### src/rtl/dmem_arbiter_if.sv
// dmem_arbiter_if
// Bundles the three buses that meet at the data-memory arbiter:
//   cpu_*  : MEM-stage request (req/we/addr/wdata) and its response (rdata/stall)
//   dma_*  : DMA/loader request (req/we/lock/addr/wdata) and its response
//            (gnt/rdata/rvalid)
//   ram_*  : single-ported data RAM (we/addr/wdata out, combinational rdata in)
// Modports:
//   slave  : the arbiter itself, which serves CPU and DMA and drives the RAM
//   master : the surroundings (pipeline, DMA engine, RAM model)
interface dmem_arbiter_if;
  logic        cpu_req;
  logic        cpu_we;
  logic [31:0] cpu_addr;
  logic [31:0] cpu_wdata;
  logic [31:0] cpu_rdata;
  logic        cpu_stall;

  logic        dma_req;
  logic        dma_we;
  logic        dma_lock;
  logic [31:0] dma_addr;
  logic [31:0] dma_wdata;
  logic        dma_gnt;
  logic [31:0] dma_rdata;
  logic        dma_rvalid;

  logic        ram_we;
  logic [31:0] ram_addr;
  logic [31:0] ram_wdata;
  logic [31:0] ram_rdata;

  modport slave (
    input  cpu_req, cpu_we, cpu_addr, cpu_wdata,
    output cpu_rdata, cpu_stall,
    input  dma_req, dma_we, dma_lock, dma_addr, dma_wdata,
    output dma_gnt, dma_rdata, dma_rvalid,
    output ram_we, ram_addr, ram_wdata,
    input  ram_rdata
  );

  modport master (
    output cpu_req, cpu_we, cpu_addr, cpu_wdata,
    input  cpu_rdata, cpu_stall,
    output dma_req, dma_we, dma_lock, dma_addr, dma_wdata,
    input  dma_gnt, dma_rdata, dma_rvalid,
    input  ram_we, ram_addr, ram_wdata,
    output ram_rdata
  );
endinterface

### src/rtl/dmem_arbiter.sv
// dmem_arbiter
// Shares the single-ported data RAM between the MEM stage and a DMA/loader.
// The CPU has priority; a saturating starvation counter forces one DMA slot
// after MAX_WAIT denied cycles, and a locked DMA burst may own the port for
// up to MAX_BURST consecutive beats. Whenever the DMA takes the port while the
// CPU is requesting, cpu_stall freezes the pipeline for that cycle.
// Ports:
//   clock : rising-edge clock
//   reset : asynchronous, active-high
//   bus   : dmem_arbiter_if.slave (CPU, DMA and RAM signals)
// Parameters:
//   MAX_WAIT  : denied DMA cycles before DMA is forced over the CPU (>=1)
//   MAX_BURST : maximum beats in one locked DMA burst (>=2)
module dmem_arbiter #(
  parameter int MAX_WAIT  = 3,
  parameter int MAX_BURST = 4
) (
  input  logic            clock,
  input  logic            reset,
  dmem_arbiter_if.slave   bus
);

  localparam int SW = $clog2(MAX_WAIT + 1);
  localparam int BW = $clog2(MAX_BURST + 1);
  localparam logic [SW-1:0] STARVE_MAX = SW'(MAX_WAIT);
  localparam logic [BW-1:0] BURST_LAST = BW'(MAX_BURST - 1);

  typedef enum logic {
    CPU_PRI,
    BURST
  } state_t;

  state_t        state;
  state_t        state_next;
  logic [SW-1:0] starve_cnt;
  logic [SW-1:0] starve_next;
  logic [BW-1:0] burst_cnt;
  logic [BW-1:0] burst_next;
  logic          dma_gnt;
  logic [31:0]   dma_rdata_q;
  logic          dma_rvalid_q;

  // DMA wins when it owns a burst, when the CPU is idle, or when it has been
  // starved long enough. Gated by reset so nothing reaches the RAM in reset.
  assign dma_gnt = bus.dma_req & ~reset &
                   ((state == BURST) | ~bus.cpu_req | (starve_cnt == STARVE_MAX));

  assign bus.dma_gnt    = dma_gnt;
  assign bus.cpu_stall  = bus.cpu_req & dma_gnt;
  assign bus.cpu_rdata  = bus.ram_rdata;
  assign bus.dma_rdata  = dma_rdata_q;
  assign bus.dma_rvalid = dma_rvalid_q;

  // A stalled CPU store is dropped here because the DMA owns the mux; the
  // pipeline holds the store and it commits once the stall releases.
  always_comb begin
    bus.ram_addr  = bus.cpu_addr;
    bus.ram_wdata = bus.cpu_wdata;
    bus.ram_we    = bus.cpu_req & bus.cpu_we & ~reset;
    if (dma_gnt) begin
      bus.ram_addr  = bus.dma_addr;
      bus.ram_wdata = bus.dma_wdata;
      bus.ram_we    = bus.dma_we;
    end
  end

  // Next-state logic for the burst FSM, its beat counter and the starvation
  // counter. Inside BURST a present request is always granted, so every
  // cycle that stays in BURST is a beat.
  always_comb begin
    state_next  = state;
    burst_next  = burst_cnt;
    starve_next = starve_cnt;

    if (dma_gnt || !bus.dma_req) begin
      starve_next = '0;
    end else if (starve_cnt != STARVE_MAX) begin
      starve_next = starve_cnt + SW'(1);
    end

    case (state)
      CPU_PRI: begin
        if (dma_gnt && bus.dma_lock) begin
          state_next = BURST;
          burst_next = BW'(1);
        end
      end
      BURST: begin
        if (!bus.dma_req || !bus.dma_lock ||
            (dma_gnt && (burst_cnt == BURST_LAST))) begin
          state_next = CPU_PRI;
          burst_next = '0;
        end else if (dma_gnt) begin
          burst_next = burst_cnt + BW'(1);
        end
      end
      default: begin
        state_next = CPU_PRI;
        burst_next = '0;
      end
    endcase
  end

  // State and counter registers.
  always_ff @(posedge clock or posedge reset) begin
    if (reset) begin
      state      <= CPU_PRI;
      starve_cnt <= '0;
      burst_cnt  <= '0;
    end else begin
      state      <= state_next;
      starve_cnt <= starve_next;
      burst_cnt  <= burst_next;
    end
  end

  // DMA read data is captured at the end of its grant cycle; reset discards
  // any read still in flight.
  always_ff @(posedge clock or posedge reset) begin
    if (reset) begin
      dma_rdata_q  <= '0;
      dma_rvalid_q <= 1'b0;
    end else if (dma_gnt && !bus.dma_we) begin
      dma_rdata_q  <= bus.ram_rdata;
      dma_rvalid_q <= 1'b1;
    end else begin
      dma_rvalid_q <= 1'b0;
    end
  end

endmodule

### src/flat_wrapper.sv
// flat-port wrapper written by rule: the top's interface ports become plain ports
module dmem_arbiter_flat 
#(
  parameter int MAX_WAIT  = 3,
  parameter int MAX_BURST = 4
)
  (clock, reset, bus_cpu_req, bus_cpu_we, bus_cpu_addr, bus_cpu_wdata, bus_cpu_rdata, bus_cpu_stall, bus_dma_req, bus_dma_we, bus_dma_lock, bus_dma_addr, bus_dma_wdata, bus_dma_gnt, bus_dma_rdata, bus_dma_rvalid, bus_ram_we, bus_ram_addr, bus_ram_wdata, bus_ram_rdata);
  dmem_arbiter_if bus_i ();
  input  logic clock;
  input  logic reset;
  input wire logic [$bits(bus_i.cpu_req)-1:0] bus_cpu_req;
  input wire logic [$bits(bus_i.cpu_we)-1:0] bus_cpu_we;
  input wire logic [$bits(bus_i.cpu_addr)-1:0] bus_cpu_addr;
  input wire logic [$bits(bus_i.cpu_wdata)-1:0] bus_cpu_wdata;
  output wire logic [$bits(bus_i.cpu_rdata)-1:0] bus_cpu_rdata;
  output wire logic [$bits(bus_i.cpu_stall)-1:0] bus_cpu_stall;
  input wire logic [$bits(bus_i.dma_req)-1:0] bus_dma_req;
  input wire logic [$bits(bus_i.dma_we)-1:0] bus_dma_we;
  input wire logic [$bits(bus_i.dma_lock)-1:0] bus_dma_lock;
  input wire logic [$bits(bus_i.dma_addr)-1:0] bus_dma_addr;
  input wire logic [$bits(bus_i.dma_wdata)-1:0] bus_dma_wdata;
  output wire logic [$bits(bus_i.dma_gnt)-1:0] bus_dma_gnt;
  output wire logic [$bits(bus_i.dma_rdata)-1:0] bus_dma_rdata;
  output wire logic [$bits(bus_i.dma_rvalid)-1:0] bus_dma_rvalid;
  output wire logic [$bits(bus_i.ram_we)-1:0] bus_ram_we;
  output wire logic [$bits(bus_i.ram_addr)-1:0] bus_ram_addr;
  output wire logic [$bits(bus_i.ram_wdata)-1:0] bus_ram_wdata;
  input wire logic [$bits(bus_i.ram_rdata)-1:0] bus_ram_rdata;
  assign bus_i.cpu_req = bus_cpu_req;
  assign bus_i.cpu_we = bus_cpu_we;
  assign bus_i.cpu_addr = bus_cpu_addr;
  assign bus_i.cpu_wdata = bus_cpu_wdata;
  assign bus_cpu_rdata = bus_i.cpu_rdata;
  assign bus_cpu_stall = bus_i.cpu_stall;
  assign bus_i.dma_req = bus_dma_req;
  assign bus_i.dma_we = bus_dma_we;
  assign bus_i.dma_lock = bus_dma_lock;
  assign bus_i.dma_addr = bus_dma_addr;
  assign bus_i.dma_wdata = bus_dma_wdata;
  assign bus_dma_gnt = bus_i.dma_gnt;
  assign bus_dma_rdata = bus_i.dma_rdata;
  assign bus_dma_rvalid = bus_i.dma_rvalid;
  assign bus_ram_we = bus_i.ram_we;
  assign bus_ram_addr = bus_i.ram_addr;
  assign bus_ram_wdata = bus_i.ram_wdata;
  assign bus_i.ram_rdata = bus_ram_rdata;
  dmem_arbiter #(.MAX_WAIT(MAX_WAIT), .MAX_BURST(MAX_BURST)) u_core (.clock(clock), .reset(reset), .bus(bus_i));
endmodule
### config.mk
export PLATFORM = sky130hd
export DESIGN_NAME = dmem_arbiter_flat
export DESIGN_NICKNAME = d
export VERILOG_FILES = /design/src/rtl/dmem_arbiter_if.sv /design/src/rtl/dmem_arbiter.sv /design/src/flat_wrapper.sv
export SDC_FILE = /design/constraint.sdc
export NUM_CORES = 1
export LEC_CHECK = 0
export ABC_AREA = 1
export ABC_CLOCK_PERIOD_IN_PS = 1700
export CAP_MARGIN = 0
export CORE_AREA = 2 2 116 118
export CTS_CLUSTER_SIZE = 25
export DETAILED_ROUTE_END_ITERATION = 7
export DIE_AREA = 0 0 118 120
export PLACE_DENSITY = 0.77
export SYNTH_ARGS = -nofsm -noshare
export SYNTH_HDL_FRONTEND = slang
export SYNTH_SLANG_ARGS = --single-unit
### constraint.sdc
create_clock -name clock -period 1.7 [get_ports clock]
set_clock_uncertainty 0.2 [all_clocks]
set_input_delay 0.255 -clock clock [delete_from_list [all_inputs] [get_ports clock]]
set_output_delay 0.255 -clock clock [all_outputs]
set_load 0.02 [all_outputs]
==> flow_summary.yaml <==
timing:
  timing.fmax_mhz: 449.2
  setup_ws_ns: -0.5264
  finalCriticalPeriod_ns: 2.226
  rsz0062_at_grt: "yes"
  finalSetupViolCount: 100
  final_hold_viol_count: 0
  final_max_slew_viol_count: 0
  relSlewSlack: 0.7552
  final.period_utilization: 1.310
  hold_ws_ns: 0.2627
  tightest_slew_ns: 0.3672
hold_path:
  hold_path.class: "flip-flop to flip-flop"
routing:
  drt-wirelength-per-cell_um: 14.64
  viasPerCell: 4.102
  wirelength_um: 13440
  ant_nets: 0
  drc_errors: 0
  drt-initial-drc-count: 187
  drt-pass1-iter-count: 5
  vias: 3766
setup_path:
  critPathMaxFanout: 9
  r2r_cells: 11
  crit_top_cell: "buf_12"
  max_stage_delay_ns: 0.41
  timing.rr.end: "u_core.bus.dma_rdata[12]"
  slowest_stage: "dfrtp_1"
  cp-endpoint: "bus_ram_wdata[12]"
  r2r_setup_slack_ns: -0.22
  cp.required_ns: 1.24
  crit_type: "flip-flop to output pin"
  startpoint_type: "flip-flop"
  critPathCaptureType: "output pin"
  crit_path_start: "u_core.starve_cnt[0]"
  path_cells: "ha_4 -> nor2_4 -> nand2_2 -> nand2_4 -> inv_4 -> buf_12 -> buf_12 -> nand2_1 -> nand2_2 -> buf_12"
  r2r-start: "u_core.starve_cnt[0]"
  cp.arrival_ns: 1.77
clocking:
  cts-root-buf: "clkbuf_16"
  cts_buffers: 5
  insertion_delay_ns: 0.27
  cts-hold-fix-buffers: 0
  clk_pin_slew_worst_paths_ns: 0.06
  tritoncts: "built"
  clock_path_buffers: 2
  h-tree-depth: 2
  clock_sinks: 39
place:
  io_buffers: 298
  postPlaceCellArea_mm2: 0.006048
  place_hpwl_um: 10370
  dp_cells: 887
  finalWeightedCongestion: 0.8317
floorplan:
  num_rows: 42
  coreArea_mm2: 0.01298
  fp.dieH_um: 120
  start_util: 0.2111
  dieArea_mm2: 0.01416
  io_pins: 299
  die_x_um: 118
logic_synthesis:
  ys_types: 19
  synth_top_family_by_area: "simple AND/OR/NAND/NOR gates"
  synth_cells: 429
  synthXorXnorAreaFrac: 0.003196
  ys_ff_latch: 39
  synth-simple-area-share: 0.4511
  synth_compound_area_frac: 0.005479
  synth_area_mm2: 0.002740
  yosys.area_share.adder: 0.01370
  synth_warnings: 0
  avgSynthCellArea_um2: 6.387
  yosysSeqAreaShare: 0.3562
  synth_fp_nets: 599
  muxShareOfSynthArea: 0.003653
grt:
  antenna_found_initial: 0
  grt_pass1_wl_um: 20580
  grt_overflow: 0
  grtUsageTotal: 0.1844
  grt_max_degree: 42
  first_global_vias: 3663
final_layout:
  drive_above_1_share: 0.3248
  area_growth_pct: 148.5
  fill_cells: 1228
  design_area_mm2: 0.006810
  stdcell_count: 918
  fin_nets: 911
  antennaDiodeCount: 0
outcome:
  violations: "negative setup slack"
  status: "complete, but fails checks"
power:
  irDropWorstVdd_v: 0.0005604
  power_density_mw_per_mm2: 637.5
  power_w: 0.004342
  p_leak_nw: 3.545
job:
  drv_cap: 0
-- flip-flops by register name (all words and copies together) (netlist names) --
name	count
u_core.burst_cnt	3
u_core.bus.dma_rdata	32
u_core.bus.dma_rvalid	1
u_core.starve_cnt	2
u_core.state	1
-- area by class of cell --
class,instances,area [um^2],area share
Clock buffer,7,142.6,0.02094
Clock inverter,1,8.758,0.001286
Inverter,13,71.32,0.01047
Multi-Input combinational cell,325,1669,0.2451
Sequential cell,39,975.9,0.1433
Tap cell,176,220.2,0.03234
Timing Repair Buffer,357,3722,0.5466
-- layer usage --
metal / up-vias / part of all wire / track usage
met5: - / 0 / 0
met4: 0 / 0.012 / 0.03087
met3: 10 / 0.084 / 0.05228
met2: 184 / 0.51 / 0.3256
met1: 1686 / 0.40 / 0.2266
li1: 1886 / - / -
-- worst min-delay path by stage --
| stage | from | end | slack, ns | cells past startpoint |
|---|---|---|---|---|
| final | u_core.bus.dma_rdata[31] | u_core.bus.dma_rdata[31] | 0.26 | 2 |
| after global routing | u_core.bus.dma_rdata[9] | u_core.bus.dma_rdata[9] | 0.28 | 2 |
| after floorplan | reset | u_core.burst_cnt[0] | 0.04 | 1 |
| after global placement | u_core.bus.dma_rdata[1] | u_core.bus.dma_rdata[1] | 0.25 | 2 |
| after CTS | u_core.bus.dma_rdata[31] | u_core.bus.dma_rdata[31] | 0.27 | 2 |
| after detailed placement | u_core.bus.dma_rdata[11] | u_core.bus.dma_rdata[11] | 0.26 | 2 |
-- cell usage in the layout, fill, tap and decap left out --
cell type | synthesis | layout
nand2_1 | 298 | 202
clkdlybuf4s50_1 | 0 | 168
nand2_2 | 1 | 81
buf_6 | 8 | 57
dlygate4sd2_1 | 0 | 50
buf_4 | 39 | 44
dfrtp_1 | 39 | 39
nand2_4 | 1 | 17
dlymetal6s2s_1 | 0 | 13
buf_12 | 0 | 12
inv_1 | 11 | 10
nand3_1 | 8 | 7
clkbuf_16 | 0 | 5
buf_2 | 5 | 4
buf_8 | 0 | 4
nor2_4 | 0 | 3
nand4_1 | 3 | 3
buf_16 | 0 | 3
o21ai_0 | 2 | 2
nor2_1 | 4 | 2
ha_1 | 3 | 2
bufbuf_16 | 0 | 2
nor2_8 | 1 | 1
inv_16 | 0 | 1
nand3_2 | 0 | 1
clkinvlp_4 | 0 | 1
inv_4 | 0 | 1
a21oi_2 | 0 | 1
mux2i_1 | 1 | 1
xor2_1 | 1 | 1
ha_4 | 0 | 1
clkbuf_1 | 0 | 1
clkinv_4 | 0 | 1
clkbuf_8 | 0 | 1
-- per-stage QoR --
step / util / setup slack [ns] / TNS (ns)
2_1_floorplan: - / -0.05771 / -2.409
3_3_place_gp: 0.4660 / -0.8686 / -79.30
3_5_place_dp: 0.4660 / -0.8985 / -81.20
4_1_cts: 0.5015 / -0.5715 / -41.29
5_1_grt: 0.5247 / -0.5962 / -44.93
6_report: 0.5247 / -0.5264 / -37.04
-- cells in the mapped netlist --
| cell type | number | share of area |
|---|---|---|
| nand4_1 | 3 | 0.0069 |
| nand3_1 | 8 | 0.015 |
| xor2_1 | 1 | 0.0032 |
| buf_2 | 5 | 0.0091 |
| nand2_1 | 298 | 0.41 |
| nor2_8 | 1 | 0.0073 |
| dfrtp_1 | 39 | 0.36 |
| buf_4 | 39 | 0.11 |
| a21oi_1 | 1 | 0.0018 |
| buf_6 | 8 | 0.033 |
| o21ai_0 | 2 | 0.0037 |
| inv_2 | 2 | 0.0027 |
| nand2_2 | 1 | 0.0023 |
| nor2_1 | 4 | 0.0055 |
| ha_1 | 3 | 0.014 |
| nand2_4 | 1 | 0.0041 |
| mux2i_1 | 1 | 0.0037 |
| nor2_2 | 1 | 0.0023 |
| inv_1 | 11 | 0.015 |
-- worst max-delay path, delay by kind of cell, from the launching register on --
kind	cells	cell delay, ns
and+or+nand+nor	5	0.41
buffers and inverters	4	0.48
DFF	1	0.41
adders and majority gates	1	0.18
-- kinds of logic after synthesis --
family	after synthesis
compound gates	3
xor+xnor	1
fa+ha+maj	3
buf+inv	65
flops	39
mux	1
simple gates	317
-- where the power goes --
group / switching (W) / internal, W
clock: 0.000346 / 0.000586
combinational: 0.00107 / 0.00114
sequential: 0.0000910 / 0.00111
total: 0.00151 / 0.00283
-- timing repair --
action,4_1_cts,5_1_grt
setup buffers,13,7
resized for setup,391,79
setup endpoints to repair,154,117
pin swaps,4,26
gates cloned,5,0
hold endpoints to repair,0,0
(Power assumes the default switching activity.)
